==> config.mk <==
export PLATFORM = sky130hd
export DESIGN_NAME = led_mode_seq
export DESIGN_NICKNAME = d
export VERILOG_FILES = /design/src/rtl/led_mode_seq.sv
export SDC_FILE = /design/constraint.sdc
export NUM_CORES = 1
export LEC_CHECK = 0
export ABC_AREA = 1
export BUFFER_PORTS_ARGS = -buffer_cell sky130_fd_sc_hd__buf_2
export CORE_MARGIN = 4
export CORE_UTILIZATION = 47
export CTS_CLUSTER_SIZE = 40
export DETAILED_ROUTE_END_ITERATION = 8
export PLACE_DENSITY = 0.69
export SYNTH_ARGS = -nofsm -noshare
export SYNTH_HDL_FRONTEND = slang
export SYNTH_SLANG_ARGS = --single-unit
==> constraint.sdc <==
create_clock -name clk -period 4.89 [get_ports clk]
set_clock_uncertainty 0.1 [all_clocks]
set_input_delay 0 -clock clk [delete_from_list [all_inputs] [get_ports clk]]
set_output_delay 0 -clock clk [all_outputs]
set_load 0.02 [all_outputs]
==> src/rtl/led_mode_seq.sv <==
// ---------------------------------------------------------------------------
// led_mode_seq
//
// Turns a raw push-button into the LED mode for the output stage and
// generates the blink waveform that the output stage drives in blink mode.
// Path: 2-flop synchronizer -> debouncer -> rising-edge detect ->
// mode stepper (OFF -> ON -> BLINK -> OFF), plus a blink prescaler.
//
// Parameters
//   DEBOUNCE_CYCLES : consecutive stable cycles to accept a new level (>= 2)
//   BLINK_HALF      : cycles per pattern1 half-period, normal rate
//                     (>= 4, multiple of 4)
//
// Ports
//   clk         : single clock, rising edge
//   rst         : synchronous active-high reset
//   btn         : raw asynchronous bouncing push-button, active-high
//   blink_fast  : synchronous; selects a half-period of BLINK_HALF/4
//   state       : LED mode, 00 off / 01 on / 10 blink
//   pattern1    : blink square wave, 0 outside blink mode
//   mode_change : one-cycle pulse on every state update
// ---------------------------------------------------------------------------
module led_mode_seq #(
    parameter int DEBOUNCE_CYCLES = 1000,
    parameter int BLINK_HALF      = 500000
) (
    input  logic       clk,
    input  logic       rst,
    input  logic       btn,
    input  logic       blink_fast,
    output logic [1:0] state,
    output logic       pattern1,
    output logic       mode_change
);

    localparam int DCW = (DEBOUNCE_CYCLES > 1) ? $clog2(DEBOUNCE_CYCLES) : 1;
    localparam int BCW = (BLINK_HALF > 1) ? $clog2(BLINK_HALF) : 1;

    localparam logic [DCW-1:0] DCNT_LAST = DCW'(DEBOUNCE_CYCLES - 1);
    localparam logic [BCW-1:0] TERM_SLOW = BCW'(BLINK_HALF - 1);
    localparam logic [BCW-1:0] TERM_FAST = BCW'(BLINK_HALF / 4 - 1);

    typedef enum logic [1:0] {
        OFF   = 2'b00,
        ON    = 2'b01,
        BLINK = 2'b10
    } mode_e;

    logic           sync1_q;
    logic           sync2_q;
    logic           dbLevel_q;
    logic           dbLevel_d;
    logic [DCW-1:0] dbCnt_q;
    logic [DCW-1:0] dbCnt_d;
    logic           dbLevelDly_q;
    logic           rise;
    mode_e          state_q;
    mode_e          state_d;
    logic           modeChange_q;
    logic           modeChange_d;
    logic [BCW-1:0] blinkCnt_q;
    logic [BCW-1:0] blinkCnt_d;
    logic [BCW-1:0] term;
    logic           pattern_q;
    logic           pattern_d;

    // Two-flop synchronizer for the asynchronous button. Only the second
    // stage is used downstream.
    always_ff @(posedge clk) begin
        if (rst) begin
            sync1_q <= 1'b0;
            sync2_q <= 1'b0;
        end else begin
            sync1_q <= btn;
            sync2_q <= sync1_q;
        end
    end

    // Debouncer: a new level is accepted only after it has differed from the
    // current debounced level for DEBOUNCE_CYCLES consecutive samples. Any
    // sample agreeing with the current level restarts the count.
    always_comb begin
        dbLevel_d = dbLevel_q;
        dbCnt_d   = '0;
        if (sync2_q != dbLevel_q) begin
            if (dbCnt_q == DCNT_LAST) begin
                dbLevel_d = sync2_q;
                dbCnt_d   = '0;
            end else begin
                dbCnt_d = dbCnt_q + DCW'(1);
            end
        end
    end

    // Debounced level, its one-cycle delay for edge detection, and the
    // debounce counter.
    always_ff @(posedge clk) begin
        if (rst) begin
            dbLevel_q    <= 1'b0;
            dbLevelDly_q <= 1'b0;
            dbCnt_q      <= '0;
        end else begin
            dbLevel_q    <= dbLevel_d;
            dbLevelDly_q <= dbLevel_q;
            dbCnt_q      <= dbCnt_d;
        end
    end

    assign rise = dbLevel_q & ~dbLevelDly_q;

    // Mode stepper next state. Only rising edges of the debounced button
    // step the mode; an illegal encoding falls back to OFF on the next edge.
    // mode_change flags every edge on which the state register changes.
    always_comb begin
        state_d = state_q;
        case (state_q)
            OFF:     if (rise) state_d = ON;
            ON:      if (rise) state_d = BLINK;
            BLINK:   if (rise) state_d = OFF;
            default: state_d = OFF;
        endcase
        modeChange_d = (state_d != state_q);
    end

    // Blink prescaler. It runs only while staying in BLINK; on the entry edge
    // the count starts from zero so the first toggle lands a full half-period
    // later, and on the exit edge the waveform is forced low together with
    // the state change, which also gives the stepper priority over a
    // coinciding terminal count. The >= compare lets a mid-count switch to
    // the fast rate fire on the very next edge instead of wrapping.
    always_comb begin
        term       = blink_fast ? TERM_FAST : TERM_SLOW;
        blinkCnt_d = '0;
        pattern_d  = 1'b0;
        if ((state_d == BLINK) && (state_q == BLINK)) begin
            if (blinkCnt_q >= term) begin
                blinkCnt_d = '0;
                pattern_d  = ~pattern_q;
            end else begin
                blinkCnt_d = blinkCnt_q + BCW'(1);
                pattern_d  = pattern_q;
            end
        end
    end

    // Mode, pulse and blink registers; all outputs come straight from here.
    always_ff @(posedge clk) begin
        if (rst) begin
            state_q      <= OFF;
            modeChange_q <= 1'b0;
            blinkCnt_q   <= '0;
            pattern_q    <= 1'b0;
        end else begin
            state_q      <= state_d;
            modeChange_q <= modeChange_d;
            blinkCnt_q   <= blinkCnt_d;
            pattern_q    <= pattern_d;
        end
    end

    assign state       = state_q;
    assign mode_change = modeChange_q;
    assign pattern1    = pattern_q;

endmodule

==> impl_metrics.env <==
export IMPL_status="complete, no violations"
export IMPL_worst_path_most_repeated_cell="sky130_fd_sc_hd__nand3_1"
export IMPL_dpl_worst_slack_ns=3.06
export IMPL_first_pass_iters=4
export IMPL_wl_per_cell_um=10.3
export IMPL_cts_root_buf="sky130_fd_sc_hd__clkbuf_8"
export IMPL_hold_path_startpoint="blink_fast"
export IMPL_vias=1545
export IMPL_count_of_flip_flops_with_a_built_in_enable_after_synthesis=0
export IMPL_worst_setup_hold_path_clk_slew_ns=0.08
export IMPL_nNetsFinal=286
export IMPL_synth_top_cell_by_area="sky130_fd_sc_hd__dfxtp_1"
export IMPL_yosysSeqAreaShare_pct=39.3
export IMPL_timing_slew_headroom_pct=66.5
export IMPL_ys_top_cells_by_area="sky130_fd_sc_hd__dfxtp_1 (39%), sky130_fd_sc_hd__nand2_1 (9.4%), sky130_fd_sc_hd__nor2_1 (7.0%)"
export IMPL_worstMarginPinSlew_ns=0.497
export IMPL_grt_max_degree=20
export IMPL_globalplace_congestion=0.852
export IMPL_syn_to_final_growth_pct=10.9
export IMPL_clk_latency_ns=0.29
export IMPL_finalWorstPathRequiredPeriod_ns=1.84
export IMPL_tritoncts="done"
export IMPL_setup_total_negative_slack_ns=0
export IMPL_placement_rows=22
export IMPL_min_delay_path_class="in -> reg"
export IMPL_power_density_nw_per_um2=257
export IMPL_min_delay_path_depth=7
export IMPL_final_util_pct=55.4
export IMPL_fp_coreArea_um2=3770
export IMPL_synth_nets=271
export IMPL_clock_fmax_mhz=545
export IMPL_viasPerCell=4.81
export IMPL_vdd_ir_drop_worst_mv=0.170
export IMPL_setup_viol=0
export IMPL_fp_dieArea_um2=5090
export IMPL_async_sr_flop_fraction_pct=0
export IMPL_layout_cells_most_common="sky130_fd_sc_hd__nand2_1"
export IMPL_routed_wirelength_um=3320
export IMPL_report_final_hold_viol_count=0
export IMPL_io_buffers=7
export IMPL_leakagePower_nw=0.770
export IMPL_route_detailed_drc=0
export IMPL_delay_contributed_by_the_slowest_stage_of_the_critical_path_ns=0.39
export IMPL_placement_cell_area_um2=1960
export IMPL_finalHoldWorstSlack_ns=0.289
export IMPL_crit_family="simple AND/OR/NAND/NOR gates"
export IMPL_worstPathArrival_ns=1.94
export IMPL_setup_worst_path_end_class="register"
export IMPL_maxSlewViolCount=0
export IMPL_global_route_usage_total_pct=14.3
export IMPL_finish_instance_area_um2=2090
export IMPL_power_uw=537
export IMPL_worst_r2r_setup_slack_ns=3.05
export IMPL_netlist_area_leader_share_pct=39.3
export IMPL_place_inst=310
export IMPL_r2r_end="blinkCnt_q[13]"
export IMPL_dr_first_iter_drc_count=78
export IMPL_yosys_reg_bits=37
export IMPL_top_level_pins=8
export IMPL_critical_path_class="reg -> reg"
export IMPL_ys_flop_type="sky130_fd_sc_hd__dfxtp_1"
export IMPL_number_of_buffers_and_inverters_on_the_critical_path=0
export IMPL_synth_distinct_cells=30
export IMPL_critical_path_startpoint_type="register"
export IMPL_htree_levels=2
export IMPL_wire_length_of_the_first_global_routing_pass_um=6000
export IMPL_antenna_violating_nets_post_route=0
export IMPL_timing_final_crit_share_pct=37.5
export IMPL_grt_overflow_total=0
export IMPL_initial_utilization_pct=50.0
export IMPL_floorplan_die_width_um=71.3
export IMPL_cts_repair_timing_setup_buffer_count=0
export IMPL_worstHoldEndpoint="pattern1"
export IMPL_path_depth=7
export IMPL_die_y_um=71.3
export IMPL_clock_sinks=37
export IMPL_final_instance_count_excl_fill=321
export IMPL_number_of_antenna_violations_at_the_first_check_in_global_routing=0
export IMPL_most_common_layout_cells="sky130_fd_sc_hd__nand2_1 (47), sky130_fd_sc_hd__dfxtp_1 (37), sky130_fd_sc_hd__nor2_1 (35)"
export IMPL_post_route_cells_drive_above_1_share_pct=14.3
export IMPL_cp_data_required_time_ns=5.00
export IMPL_max_cap_violations=0
export IMPL_cp_max_fo=19
export IMPL_post_synthesis_average_cell_area_um2=7.34
export IMPL_reg2reg_from="blinkCnt_q[6]"
export IMPL_grt_setup_unrepaired="false"
export IMPL_cts_inserted_buffers=5
export IMPL_reg2regPathDepth=7
export IMPL_syn_instance_count=257
export IMPL_layout_setup_ws_ns=3.05
export IMPL_synth_area_um2=1890
export IMPL_grt_pass1_vias=1419
export IMPL_insertedDiodeCount=0
export IMPL_detailed_place_hpwl_um=2500
export IMPL_critical_path_slowest_cell="sky130_fd_sc_hd__dfxtp_1"
export IMPL_clk_path_buf_depth=2
export IMPL_yosys_warnings=0
export IMPL_crit_path_cell_trace="ha_1, or2_2, nand3_1, nand3_1, nand2_2, nand3_4, nor3_1"
[worst max path at each step]
stage / slack [ns] / to / from
after floorplan: 3.26 / blinkCnt_q[16] / blinkCnt_q[6]
after global placement: 3.12 / blinkCnt_q[13] / blinkCnt_q[6]
after detailed placement: 3.06 / blinkCnt_q[8] / blinkCnt_q[6]
after CTS: 3.04 / blinkCnt_q[8] / blinkCnt_q[6]
after global routing: 2.89 / blinkCnt_q[13] / blinkCnt_q[14]
final: 3.05 / blinkCnt_q[13] / blinkCnt_q[6]
[cell usage after synthesis (all sizes together), types with 2 or more instances]
cell type and n:
nor4 2, nand3 16, nor3 11, dfxtp 37, nand3b 2, inv 37
ha 10, buf 2, nor2 49, nand4 6, a21oi 12, xnor2 6
nand2 49, xor2 5, o21ai 5
[worst min-delay path, stage by stage]
cell,delay [ns]
sky130_fd_sc_hd__buf_2,0.15
sky130_fd_sc_hd__ha_1,0.16
sky130_fd_sc_hd__a21oi_1,0.04
sky130_fd_sc_hd__nand2_1,0.10
sky130_fd_sc_hd__nor2_4,0.06
sky130_fd_sc_hd__nand3_1,0.07
sky130_fd_sc_hd__a21oi_1,0.06
[layer usage]
| metal | track usage (%) | vias to the layer above | routed length, um |
|---|---|---|---|
| met5 | 0 | - | 0 |
| met4 | 5.01 | 0 | 52 |
| met3 | 3.37 | 5 | 108 |
| met2 | 22.9 | 16 | 1400 |
| met1 | 18.9 | 674 | 1760 |
| li1 | - | 850 | - |
[registers in the layout (all words and copies together) (netlist names)]
| register | flops |
|---|---|
| state | 2 |
| sync1_q | 1 |
| pattern1 | 1 |
| sync2_q | 1 |
| dbCnt_q | 10 |
| dbLevel_q | 1 |
| blinkCnt_q | 19 |
| dbLevelDly_q | 1 |
| mode_change | 1 |
[power by group]
| group | switching [mW] | internal [mW] |
|---|---|---|
| Combinational | 0.00664 | 0.00539 |
| Sequential | 0.000392 | 0.302 |
| Clock | 0.109 | 0.114 |
| Total | 0.116 | 0.422 |
[area by class of cell]
cell class	count	area (um^2)
fillers	349	1680
flip-flops and latches	37	741
well taps	48	60.1
inverters	38	143
clock buffers	6	82.6
repair buffers	10	65.1
multi-input cells	180	986
clock inverters	2	13.8
[what timing repair did]
| action | 4_1_cts | 5_1_grt |
|---|---|---|
| gates resized for setup | 0 | 0 |
| endpoints found under the hold margin | 7 | 0 |
| hold buffers | 3 | 0 |
[logic make-up (layout without fill, tap and decap cells)]
group	count (synthesis)	count (layout)	share of synthesized area, %
flip-flops	37	37	39.3
AND/OR/NAND/NOR	138	138	34.5
AO/OA/AOI/OAI	21	21	6.04
XOR/XNOR	11	11	5.11
buffers and inverters	40	56	8.43
adder cells (fa/ha/maj)	10	10	6.64
Power figures use the tool's default switching activity.
